**src/rtl/vram_port_arbiter.sv**
```systemverilog
// Two-requester arbiter for the single VRAM command port.
// Round-robin on ties, optional bounded burst locking, registered memory
// command, and a 2-stage read tag pipeline that routes returning data.
module vram_port_arbiter #(
  parameter int ADDR_W    = 17,
  parameter int DATA_W    = 8,
  parameter int MAX_BURST = 16
) (
  input  logic              clk_25mhz,
  input  logic              reset_n,
  input  logic              req0,
  input  logic              req1,
  input  logic              we0,
  input  logic              we1,
  input  logic              lock0,
  input  logic              lock1,
  input  logic [ADDR_W-1:0] addr0,
  input  logic [ADDR_W-1:0] addr1,
  input  logic [DATA_W-1:0] wdata0,
  input  logic [DATA_W-1:0] wdata1,
  output logic              rdy0,
  output logic              rdy1,
  output logic              rvalid0,
  output logic              rvalid1,
  output logic [DATA_W-1:0] rdata,
  output logic              mem_en,
  output logic              mem_we,
  output logic [ADDR_W-1:0] mem_addr,
  output logic [DATA_W-1:0] mem_wdata,
  input  logic [DATA_W-1:0] mem_rdata,
  output logic              busy
);

  typedef enum logic [1:0] {FREE = 2'd0, LOCK0 = 2'd1, LOCK1 = 2'd2} state_e;

  localparam logic [7:0] MAX_B = 8'(MAX_BURST);

  state_e              state_q, state_d;
  logic                last_q, last_d;
  logic [7:0]          burst_q, burst_d;
  logic                mem_en_q, mem_en_d;
  logic                mem_we_q, mem_we_d;
  logic [ADDR_W-1:0]   mem_addr_q, mem_addr_d;
  logic [DATA_W-1:0]   mem_wdata_q, mem_wdata_d;
  // index 0: read issued at the last edge, index 1: data on mem_rdata now
  logic [1:0]          rd_vld_q, rd_vld_d;
  logic [1:0]          rd_tag_q, rd_tag_d;

  logic                expired, own0, own1, arb;
  logic                xfer, sel, x_lock, x_other, x_we;
  logic [7:0]          burst_base;
  logic [8:0]          burst_inc;
  logic [7:0]          burst_sat;

  // Grant: a lock owner keeps the port while requesting unless its burst is
  // spent and the other side is waiting; otherwise round-robin arbitration.
  always_comb begin
    expired = (burst_q >= MAX_B);
    own0    = (state_q == LOCK0) && req0 && !(expired && req1);
    own1    = (state_q == LOCK1) && req1 && !(expired && req0);
    arb     = !own0 && !own1;
    rdy0    = own0 || (arb && req0 && (!req1 || last_q));
    rdy1    = own1 || (arb && req1 && (!req0 || !last_q));
  end

  // Next state: lock/burst bookkeeping, memory command and tag pipeline.
  always_comb begin
    xfer       = rdy0 || rdy1;
    sel        = rdy1;
    x_lock     = sel ? lock1 : lock0;
    x_other    = sel ? req0 : req1;
    x_we       = sel ? we1 : we0;
    // a burst counts only the current owner's consecutive transfers
    burst_base = (state_q == (sel ? LOCK1 : LOCK0)) ? burst_q : 8'd0;
    burst_inc  = {1'b0, burst_base} + 9'd1;
    burst_sat  = (burst_inc >= {1'b0, MAX_B}) ? MAX_B : burst_inc[7:0];

    state_d     = state_q;
    last_d      = last_q;
    burst_d     = burst_q;
    mem_en_d    = xfer;
    mem_we_d    = xfer && x_we;
    mem_addr_d  = mem_addr_q;
    mem_wdata_d = mem_wdata_q;
    rd_vld_d    = {rd_vld_q[0], xfer && !x_we};
    rd_tag_d    = {rd_tag_q[0], sel};

    if (xfer) begin
      last_d      = sel;
      mem_addr_d  = sel ? addr1 : addr0;
      mem_wdata_d = sel ? wdata1 : wdata0;
      if (x_lock && !((burst_inc >= {1'b0, MAX_B}) && x_other)) begin
        state_d = sel ? LOCK1 : LOCK0;
        burst_d = burst_sat;
      end else begin
        state_d = FREE;
        burst_d = 8'd0;
      end
    end
  end

  // State registers; reset drops any read still in flight.
  always_ff @(posedge clk_25mhz or negedge reset_n) begin
    if (!reset_n) begin
      state_q     <= FREE;
      last_q      <= 1'b1;
      burst_q     <= 8'd0;
      mem_en_q    <= 1'b0;
      mem_we_q    <= 1'b0;
      mem_addr_q  <= '0;
      mem_wdata_q <= '0;
      rd_vld_q    <= 2'b00;
      rd_tag_q    <= 2'b00;
    end else begin
      state_q     <= state_d;
      last_q      <= last_d;
      burst_q     <= burst_d;
      mem_en_q    <= mem_en_d;
      mem_we_q    <= mem_we_d;
      mem_addr_q  <= mem_addr_d;
      mem_wdata_q <= mem_wdata_d;
      rd_vld_q    <= rd_vld_d;
      rd_tag_q    <= rd_tag_d;
    end
  end

  assign mem_en    = mem_en_q;
  assign mem_we    = mem_we_q;
  assign mem_addr  = mem_addr_q;
  assign mem_wdata = mem_wdata_q;
  assign rvalid0   = rd_vld_q[1] && !rd_tag_q[1];
  assign rvalid1   = rd_vld_q[1] && rd_tag_q[1];
  assign rdata     = mem_rdata;
  assign busy      = (state_q != FREE) || (|rd_vld_q);

endmodule

```
**config.mk**
```make
export PLATFORM = sky130hd
export DESIGN_NAME = vram_port_arbiter
export DESIGN_NICKNAME = d
export VERILOG_FILES = /design/src/rtl/vram_port_arbiter.sv
export SDC_FILE = /design/constraint.sdc
export NUM_CORES = 1
export LEC_CHECK = 0
export ABC_AREA = 1
export BUFFER_PORTS_ARGS = -buffer_cell sky130_fd_sc_hd__buf_2
export CAP_MARGIN = 5
export CORE_AREA = 5 5 78 80
export CTS_CLUSTER_DIAMETER = 30
export DETAILED_ROUTE_END_ITERATION = 7
export DIE_AREA = 0 0 83 85
export GPL_ROUTABILITY_DRIVEN = 1
export HOLD_SLACK_MARGIN = 0.05
export PLACE_DENSITY = 0.81
export SYNTH_ARGS = -nofsm -noshare
export SYNTH_HDL_FRONTEND = slang
export SYNTH_SLANG_ARGS = --single-unit
```
**constraint.sdc**
```tcl
create_clock -name clk_25mhz -period 2.19 [get_ports clk_25mhz]
set_clock_uncertainty 0.15 [all_clocks]
set_input_delay 0.438 -clock clk_25mhz [delete_from_list [all_inputs] [get_ports clk_25mhz]]
set_output_delay 0.438 -clock clk_25mhz [all_outputs]
set_load 0.01 [all_outputs]
```
==> results of run 1 <==
==> power groups by stage <==
stage          Combinational [uW]  Sequential (uW)  Clock [uW]
2_1_floorplan                 696             1350           0
3_3_place_gp                 1420             1230           0
3_5_place_dp                 1450             1230           0
4_1_cts                      1500             1230         608
5_1_grt                      1700             1270         636
6_report                     1530             1230         589
==> kinds of logic after synthesis <==
logic type	share of synthesized area [%]
compound gates	8.215
xor+xnor	0.4138
fa+ha+maj	1.182
buf+inv	8.747
flops	49.70
simple gates	31.74
==> flip-flops by register name, summed over array words and instances (netlist names) <==
name,cells
mem_wdata,8
mem_addr,17
rd_vld_q,2
rd_tag_q,2
last_q,1
state_q,2
mem_we,1
burst_q,8
mem_en,1
==> worst register-to-register path, stage by stage (launching register included) <==
cell,delay (ns)
dfstp_2,0.53
inv_2,0.04
a21oi_2,0.16
nor2_2,0.05
nand3b_1,0.12
nand2_2,0.12
nor2_4,0.13
ha_4,0.16
nand2_4,0.06
nand2_2,0.06
nand2_1,0.04
inv_1,0.06
nand3_2,0.09
nand2_4,0.09
nand2_4,0.06
nand2_4,0.09
nand2_8,0.08
o21bai_4,0.15
==> through the flow <==
step | utilization, % | cells
after global placement | 51.76 | 422
after global routing | 55.95 | 435
after CTS | 54.74 | 434
after detailed placement | 51.76 | 422
after floorplan | - | 253
final | 55.95 | 435
==> area by class of cell <==
cell class	count	share of cell area [%]
multi-input combinational	172	32.43
clock buffer	5	2.304
sequential	42	35.23
tap	72	3.016
clock inverter	3	1.341
timing repair buffer	118	22.79
inverter	23	2.891
==> timing repair <==
item                                   4_1_cts  5_1_grt
gates resized for setup                      4       11
pin swaps                                    5        3
hold buffers                                 1        0
setup buffers                                3        1
endpoints found under the hold margin       41        0
setup endpoints to repair                    9        9
==> layer usage <==
metal | vias up | track usage [%]
li1 | 1011 | -
met4 | 0 | 4.606
met1 | 913 | 19.48
met3 | 7 | 3.786
met5 | - | 0
met2 | 53 | 26.97
==> worst max-delay path by stage <==
stage	slack (ns)	endpoint	start
2_1_floorplan	-0.02	burst_q[0]$_DFFE_PN0P_	last_q$_DFFE_PN1P_
3_3_place_gp	-0.1	burst_q[2]$_DFFE_PN0P_	req0
3_5_place_dp	-0.22	burst_q[2]$_DFFE_PN0P_	req0
4_1_cts	-0.15	burst_q[2]$_DFFE_PN0P_	last_q$_DFFE_PN1P_
5_1_grt	-0.28	burst_q[4]$_DFFE_PN0P_	last_q$_DFFE_PN1P_
6_report	-0.11	burst_q[4]$_DFFE_PN0P_	last_q$_DFFE_PN1P_
==> layout by cell type, fill, tap and decap left out, types with 2 or more instances in the layout <==
master    synthesis  final
nor2_2            0      2
nor2_1           21     17
nand2_4           4      5
dfrtp_1          41     41
clkbuf_8          0      5
a22oi_1           9      9
nand3_2           3      3
o21ai_1           2      3
inv_2             3      4
nand4_1           5      5
clkinv_2          0      2
buf_4             9     28
o21bai_2          5      4
o21ai_0           6      5
nand2_2           4      6
inv_1            20     19
buf_2             4     88
nand2_1          84     79
nor2_4            0      2
nand2_8           0      2
nand3_1          20     20
==> impl_metrics.env, run 1 <==
export IMPL_dp_slack_ns=-0.2153
export IMPL_yosysUniqueCellTypes=25
export IMPL_hold_viol_final=0
export IMPL_min_path_type="in -> reg"
export IMPL_failed_checks="negative setup slack"
export IMPL_seq_area_um2=1052
export IMPL_route_detailed_wl_per_inst_um=12.29
export IMPL_grt_max_degree=43
export IMPL_fin_setup_tns_ns=-0.6102
export IMPL_coreArea_um2=5338
export IMPL_fp_dieW_um=83
export IMPL_synth_async_sr_flop_share_pct=100.0
export IMPL_placed_cell_area_um2=2763
export IMPL_critPathMaxFanout=5
export IMPL_grt_pass1_vias=2076
export IMPL_switching_share_pct=38.32
export IMPL_synth_edff_count=0
export IMPL_drive_above_1_share_pct=43.80
export IMPL_arrival_ns=2.36
export IMPL_crit_path_max_incr_delay_ns=0.53
export IMPL_io_pins=106
export IMPL_p_comb_share_pct=45.7
export IMPL_max_slew_margin_rel_pct=60.73
export IMPL_crit_required_ns=2.26
export IMPL_ant_nets=0
export IMPL_multi_input_area_um2=968.4
export IMPL_netlist_area_um2=2117
export IMPL_netlist_top_cells_count="84 x nand2_1, 41 x dfrtp_1, 21 x nor2_1, 20 x inv_1, 20 x nand3_1"
export IMPL_synth_seq_cells=42
export IMPL_drt_pass1_iter_count=4
export IMPL_crit_top_cell="nand2_4"
export IMPL_criticalPathCategory="reg -> reg"
export IMPL_wl_met2_um=2687
export IMPL_powerDensity_nw_per_um2=1119
export IMPL_drc=0
export IMPL_power_switching_uw=1281
export IMPL_syn_inst=253
export IMPL_regToRegSetupSlack_ns=-0.11
export IMPL_yosysTopAreaCell="dfrtp_1"
export IMPL_worst_slack_ns=-0.1057
export IMPL_first_iter_violations=103
export IMPL_ys_flop_type="dfrtp_1"
export IMPL_cts_buffer_depth=2
export IMPL_cap_violations=0
export IMPL_internal_power_uw=2062
export IMPL_synth_most_common_cell="nand2_1"
export IMPL_hold_ws_ns=0.1939
export IMPL_route_met3_wl_um=266
export IMPL_gp_congestion=0.8580
export IMPL_grt_pass1_wl_um=9177
export IMPL_hold_depth=3
export IMPL_power_total_uw=3343
export IMPL_leakage_uw=0.001638
export IMPL_r2r_end="burst_q[4]$_DFFE_PN0P_"
export IMPL_fp_row_count=27
export IMPL_grt_overflow_total=0
export IMPL_synth_seq_area_share_pct=49.70
export IMPL_worstPathCellList="inv_2 -> a21oi_2 -> nor2_2 -> nand3b_1 -> nand2_2 -> nor2_4 -> ha_4 -> nand2_4 -> nand2_2 -> nand2_1 -> inv_1 -> nand3_2 -> nand2_4 -> nand2_4 -> nand2_4 -> nand2_8 -> o21bai_4"
export IMPL_cts_sinks=42
export IMPL_cts_root_buf="clkbuf_8"
export IMPL_clock_fmax_mhz=435.6
export IMPL_critical_path_top_delay_family="simple AND/OR/NAND/NOR gates"
export IMPL_reg2regPathDepth=17
export IMPL_fin_crit_ns=2.296
export IMPL_final_fill_count=525
export IMPL_synth_nets=321
export IMPL_cts_tree="yes"
export IMPL_clk_latency_ns=0.29
export IMPL_synth_top_area_share_pct=48.46
export IMPL_critical_path_slowest_cell="dfstp_2"
export IMPL_worst_setup_path_start_kind="flop"
export IMPL_viasPerCell=4.561
export IMPL_grtUsageTotal_pct=15.63
export IMPL_die_area_um2=7055
export IMPL_cp_depth=17
export IMPL_worst_pin_slew_ns=0.5829
export IMPL_design_area_um2=2987
export IMPL_fin_crit_sh_pct=104.8
export IMPL_worstHoldStart="wdata0[0]"
export IMPL_synth_area_leaders="dfrtp_1 48%, nand2_1 15%, nand3_1 4.7%"
export IMPL_hold_end="mem_wdata[0]$_DFFE_PN0P_"
export IMPL_slew_violations=0
export IMPL_clkTransAtPathRegs_ns=0.08
export IMPL_antenna_found_initial=0
export IMPL_initial_utilization_pct=39.66
export IMPL_vias=1984
export IMPL_cts_htree_levels=2
export IMPL_area_growth_pct=41.08
export IMPL_port_buffers=89
export IMPL_rsz0062_at_grt="yes"
export IMPL_yosysWarnings=0
export IMPL_syn_avg_cell_area_um2=8.368
export IMPL_numCtsBuffers=5
export IMPL_nets=430
export IMPL_ir_drop_uv=713.7
export IMPL_met1_length_um=2320
export IMPL_cp_end_kind="flop"
export IMPL_antenna_cells=0
export IMPL_finalSetupViolCount=7
export IMPL_routed_wl_um=5347
export IMPL_reg2reg_from="last_q$_DFFE_PN1P_"
export IMPL_seqPwrFrac_pct=36.7
export IMPL_highest_layer="met4"
export IMPL_status="complete, but fails checks"
export IMPL_clkPwrFrac_pct=17.6
export IMPL_dp_hpwl_um=4212
export IMPL_dieHeight_um=85
export IMPL_path_buf_inv=2
(Power assumes the default switching activity.)
==> run 2, diff against run 1 <==
- CORE_AREA: 5 5 78 80 -> 2 2 75 77
- DIE_AREA: 0 0 83 85 -> 0 0 77 79
==> run 2 against run 1 <==
Largest power group unchanged. Highest routed layer unchanged. First-iteration DRC count fell by 12%. Sequential power barely moved. Non-clock buffer count rose by 1. Global-route usage rose by 2.0 points. Setup slack got worse by 0.12 ns. Clock power rose by 24%. The flow still finishes with violations (negative setup slack).
==> impl_metrics.env, run 2 (synthesized netlist as in run 1, its figures left out) <==
export IMPL_status="complete, but fails checks"
export IMPL_failed_checks="negative setup slack"
export IMPL_fin_util_pct=57.45
export IMPL_rsz0062_at_grt="yes"
export IMPL_vias=2005
export IMPL_cts_buffer_depth=2
export IMPL_fp_dieW_um=77
export IMPL_drc=0
export IMPL_grt_pass1_vias=1993
export IMPL_coreArea_um2=5338
export IMPL_antenna_found_initial=0
export IMPL_clkTransAtPathRegs_ns=0.08
export IMPL_dp_hpwl_um=4054
export IMPL_final_common_cell="buf_2"
export IMPL_worstPathCellList="inv_2 -> a21oi_2 -> nor2_1 -> nand3b_1 -> nand2_2 -> nor2_4 -> ha_4 -> nand2_4 -> nand2_2 -> nand2_1 -> inv_1 -> nand3_2 -> nand2_4 -> nand2_4 -> nand2_4 -> nand2_8 -> o21bai_4"
export IMPL_largest_reg_flops=17
export IMPL_critPathMaxFanout=5
export IMPL_fp_row_count=27
export IMPL_viasPerCell=4.599
export IMPL_r2r_end="burst_q[1]$_DFFE_PN0P_"
export IMPL_hold_end="mem_addr[10]$_DFFE_PN0P_"
export IMPL_hold_ws_ns=0.1995
export IMPL_min_path_type="in -> reg"
export IMPL_initial_utilization_pct=39.66
export IMPL_crit_path_max_incr_delay_ns=0.53
export IMPL_grt_pass1_wl_um=8569
export IMPL_crit_path_start="last_q$_DFFE_PN1P_"
export IMPL_die_area_um2=6083
export IMPL_reg2reg_from="last_q$_DFFE_PN1P_"
export IMPL_cp_end_kind="flop"
export IMPL_drive_above_1_share_pct=44.51
export IMPL_grt_max_degree=25
export IMPL_area_growth_pct=44.86
export IMPL_route_detailed_wl_per_inst_um=12.21
export IMPL_hold_viol_final=0
export IMPL_crit_required_ns=2.26
export IMPL_leakage_uw=0.001662
export IMPL_finalSetupViolCount=7
export IMPL_dieHeight_um=79
export IMPL_design_area_um2=3067
export IMPL_gp_congestion=0.8487
export IMPL_max_slew_margin_rel_pct=60.44
export IMPL_hold_depth=3
export IMPL_cts_htree_levels=2
export IMPL_cts_root_buf="clkbuf_8"
export IMPL_arrival_ns=2.49
export IMPL_cap_violations=0
export IMPL_reg2regPathDepth=17
export IMPL_cts_sinks=42
export IMPL_layout_common_cells="88 x buf_2, 78 x nand2_1, 41 x dfrtp_1"
export IMPL_slew_violations=0
export IMPL_port_buffers=89
export IMPL_antenna_cells=0
export IMPL_clock_fmax_mhz=413.2
export IMPL_numCtsBuffers=5
export IMPL_ir_drop_uv=644.5
export IMPL_cts_tree="yes"
export IMPL_clk_latency_ns=0.28
export IMPL_path_buf_inv=2
export IMPL_first_iter_violations=91
export IMPL_powerDensity_nw_per_um2=1150
export IMPL_worst_setup_path_start_kind="flop"
export IMPL_routed_wl_um=5325
export IMPL_grt_overflow_total=0
export IMPL_ant_nets=0
export IMPL_critical_path_slowest_cell="dfstp_2"
export IMPL_worst_pin_slew_ns=0.5872
export IMPL_grtUsageTotal_pct=17.63
export IMPL_crit_top_cell="nand2_4"
export IMPL_nets=431
export IMPL_criticalPathCategory="reg -> reg"
export IMPL_fin_crit_sh_pct=110.5
export IMPL_worst_slack_ns=-0.2300
export IMPL_final_fill_count=507
export IMPL_worstHoldStart="addr0[10]"
export IMPL_cp_depth=17
export IMPL_critical_path_top_delay_family="simple AND/OR/NAND/NOR gates"
export IMPL_regToRegSetupSlack_ns=-0.23
export IMPL_drt_pass1_iter_count=4
export IMPL_power_total_uw=3526
export IMPL_io_pins=106
export IMPL_fin_crit_ns=2.420
export IMPL_placed_cell_area_um2=2743
-- run 2: how the worst max path moves through the flow --
stage	endpoint	slack [ns]
floorplan	burst_q[0]$_DFFE_PN0P_	-0.02
global placement	burst_q[4]$_DFFE_PN0P_	-0.09
detailed placement	burst_q[1]$_DFFE_PN0P_	-0.22
CTS	burst_q[4]$_DFFE_PN0P_	-0.12
global route	burst_q[1]$_DFFE_PN0P_	-0.34
finish	burst_q[1]$_DFFE_PN0P_	-0.23
-- run 2: stage by stage --
stage          setup TNS, ns  cells  setup WS [ns]
6_report              -1.391    436        -0.2300
5_1_grt               -2.257    436        -0.3406
4_1_cts              -0.8657    435        -0.1245
3_5_place_dp          -1.411    421        -0.2172
3_3_place_gp         -0.5343    421       -0.08622
2_1_floorplan       -0.08986    253       -0.01798
-- run 2: what timing repair did --
| action | in CTS | in global routing |
|---|---|---|
| hold buffers | 1 | 0 |
| buffers inserted | 5 | 2 |
| hold endpoints to repair | 22 | 0 |
| endpoints found under the setup margin | 9 | 9 |
| pin swaps | 4 | 13 |
| gates resized for setup | 8 | 14 |
-- run 2: cell type report --
type,count,area [um2],area share [%]
Timing Repair Buffer,119,699.4,22.81
Sequential cell,42,1052,34.31
Multi-Input combinational cell,172,996.0,32.48
Tap cell,72,90.09,2.938
Clock buffer,6,82.58,2.693
Clock inverter,2,60.06,1.958
Inverter,23,86.33,2.815
-- run 2: worst min-delay path, stage by stage --
cell and delay [ns]:
buf_2 0.07, nand2_1 0.04, nand2_1 0.05
-- run 2: power breakdown --
part | total, uW | switching [uW] | internal (uW)
combinational | 1560 | 888 | 676
clock | 731 | 245 | 486
sequential | 1230 | 153 | 1080
total | 3530 | 1290 | 2240
-- run 2: per-layer routing --
layer | up-vias | routed length, um | share of wire [%] | track usage (%)
li1 | 1013 | - | - | -
met1 | 924 | 2233 | 42 | 20.72
met2 | 59 | 2745 | 52 | 31.58
met3 | 9 | 268 | 5.0 | 3.523
met4 | 0 | 77 | 1.4 | 7.321
met5 | - | 0 | 0 | 0
==> run 3, diff against run 2 <==
- BUFFER_PORTS_ARGS: -buffer_cell sky130_fd_sc_hd__buf_2 -> -buffer_cell sky130_fd_sc_hd__buf_4
==> run 3 against run 2 <==
The flow still finishes with violations (negative setup slack). Cell count rose by 0.46%. Clock-buffer cell count did not move. Design area rose by 6.2%. Die area did not move. Critical endpoint is now burst_q[4]$_DFFE_PN0P_. Highest routed layer unchanged.
==> impl_metrics.env, run 3 (synthesized netlist as in run 1, its figures left out) <==
export IMPL_status="complete, but fails checks"
export IMPL_failed_checks="negative setup slack"
export IMPL_cts_root_buf="clkbuf_8"
export IMPL_antenna_found_initial=0
export IMPL_fp_dieW_um=77
export IMPL_ant_nets=0
export IMPL_worst_pin_slew_ns=0.6127
export IMPL_coreArea_um2=5338
export IMPL_layout_common_cells="120 x buf_4, 81 x nand2_1, 41 x dfrtp_1"
export IMPL_grt_pass1_vias=2118
export IMPL_powerDensity_nw_per_um2=1132
export IMPL_worstPathCellList="inv_2 -> a21oi_2 -> nor2_1 -> nand3b_1 -> buf_4 -> buf_4 -> buf_4 -> buf_4 -> nand4_2 -> nand2_1 -> nand3_2 -> nand2_4 -> nand2_4 -> nand2_4 -> nand2_8 -> o21bai_4"
export IMPL_critPathMaxFanout=5
export IMPL_antenna_cells=0
export IMPL_fin_util_pct=61.02
export IMPL_critical_path_top_delay_family="simple AND/OR/NAND/NOR gates"
export IMPL_slew_violations=0
export IMPL_ir_drop_uv=661.4
export IMPL_viasPerCell=4.632
export IMPL_hold_viol_final=0
export IMPL_grt_overflow_total=0
export IMPL_clk_latency_ns=0.29
export IMPL_drt_pass1_iter_count=4
export IMPL_criticalPathCategory="reg -> reg"
export IMPL_crit_required_ns=2.26
export IMPL_max_slew_margin_rel_pct=58.72
export IMPL_finalSetupViolCount=7
export IMPL_cts_tree="yes"
export IMPL_fin_crit_sh_pct=106.9
export IMPL_critical_path_slowest_cell="dfstp_2"
export IMPL_crit_top_cell="buf_4"
export IMPL_numCtsBuffers=5
export IMPL_cts_buffer_depth=2
export IMPL_nets=433
export IMPL_dp_hpwl_um=4093
export IMPL_min_path_type="in -> reg"
export IMPL_rsz0062_at_grt="yes"
export IMPL_cts_sinks=42
export IMPL_crit_path_max_incr_delay_ns=0.53
export IMPL_largest_reg_flops=17
export IMPL_die_area_um2=6083
export IMPL_final_common_cell="buf_4"
export IMPL_cts_htree_levels=2
export IMPL_fp_row_count=27
export IMPL_port_buffers=89
export IMPL_placed_cell_area_um2=2965
export IMPL_design_area_um2=3257
export IMPL_clock_fmax_mhz=427.1
export IMPL_worst_setup_path_start_kind="flop"
export IMPL_vias=2029
export IMPL_drive_above_1_share_pct=43.99
export IMPL_routed_wl_um=5406
export IMPL_grt_pass1_wl_um=9183
export IMPL_gp_congestion=0.8101
export IMPL_leakage_uw=0.001736
export IMPL_cp_end_kind="flop"
export IMPL_first_iter_violations=62
export IMPL_area_growth_pct=53.84
export IMPL_cap_violations=0
export IMPL_io_pins=106
export IMPL_arrival_ns=2.41
export IMPL_route_detailed_wl_per_inst_um=12.34
export IMPL_worst_slack_ns=-0.1516
export IMPL_grtUsageTotal_pct=18.75
export IMPL_clkTransAtPathRegs_ns=0.08
export IMPL_fin_setup_tns_ns=-0.8503
export IMPL_dieHeight_um=79
export IMPL_initial_utilization_pct=39.66
export IMPL_drc=0
export IMPL_grt_max_degree=43
export IMPL_path_buf_inv=5
export IMPL_fin_crit_ns=2.342
-- run 3: cell types whose count changed in the layout (fill, tap and decap cells not counted), sizes merged --
cell  previous run  this run
buf            118       120
-- run 3: worst register-to-register path, cell delays in order (launching register included) --
cell	delay, ns
dfstp_2	0.53
inv_2	0.04
a21oi_2	0.14
nor2_1	0.07
nand3b_1	0.12
buf_4	0.12
buf_4	0.09
buf_4	0.09
buf_4	0.10
nand4_2	0.13
nand2_1	0.11
nand3_2	0.10
nand2_4	0.11
nand2_4	0.06
nand2_4	0.09
nand2_8	0.08
o21bai_4	0.15
-- run 3: per-stage QoR --
step | setup slack, ns | hold WS [ns] | cells | power (uW)
final | -0.1516 | 0.1993 | 438 | 3685
after global routing | -0.2951 | 0.1849 | 438 | 3935
after CTS | -0.1507 | 0.1897 | 434 | 3681
after detailed placement | -0.2353 | 0.1997 | 421 | 2855
after global placement | -0.1019 | 0.1853 | 421 | 2814
after floorplan | -0.01798 | -0.007591 | 253 | 2044
-- run 3: area by class of cell --
class | instances | area, um2
fillers | 506 | 2081
flip-flops and latches | 42 | 1052
multi-input cells | 172 | 974.7
repair buffers | 121 | 910.9
well taps | 72 | 90.09
inverters | 23 | 86.33
clock buffers | 6 | 82.58
clock inverters | 2 | 60.06
-- run 3: final timing paths --
| check | startpoint | end | slack (ns) | cells past startpoint |
|---|---|---|---|---|
| worst min register to register | rd_tag_q[0]$_DFF_PN0_ | rd_tag_q[1]$_DFF_PN0_ | 0.21 | 0 |
| worst max-delay path | last_q$_DFFE_PN1P_ | burst_q[4]$_DFFE_PN0P_ | -0.15 | 16 |
| max in group asynchronous | reset_n | last_q$_DFFE_PN1P_ | 1.00 | 2 |
| worst max register to register | last_q$_DFFE_PN1P_ | burst_q[4]$_DFFE_PN0P_ | -0.15 | 16 |
| min in group asynchronous | reset_n | rd_vld_q[1]$_DFF_PN0_ | 0.52 | 2 |
| worst min-delay path | wdata0[0] | mem_wdata[0]$_DFFE_PN0P_ | 0.20 | 3 |
-- run 3: what timing repair did --
action,in CTS,in global routing
cloned,0,0
hold buffers,1,0
pin swaps,1,7
setup endpoints to repair,9,9
setup buffers,4,4
hold endpoints to repair,41,0
resized for setup,5,9
-- run 3: metal layers --
layer	track usage, %	up-vias	routed length (um)
met2	33.60	54	2741
met5	0	-	0
li1	-	1019	-
met1	22.18	950	2333
met3	4.432	6	272
met4	6.429	0	59
-- run 3: report_power, final --
group	switching [uW]	leakage [uW]	internal, uW	total, uW
registers	174	0.000517	1080	1250
clock network	257	0.0000714	486	743
logic	882	0.00115	807	1690
total	1310	0.00174	2370	3690
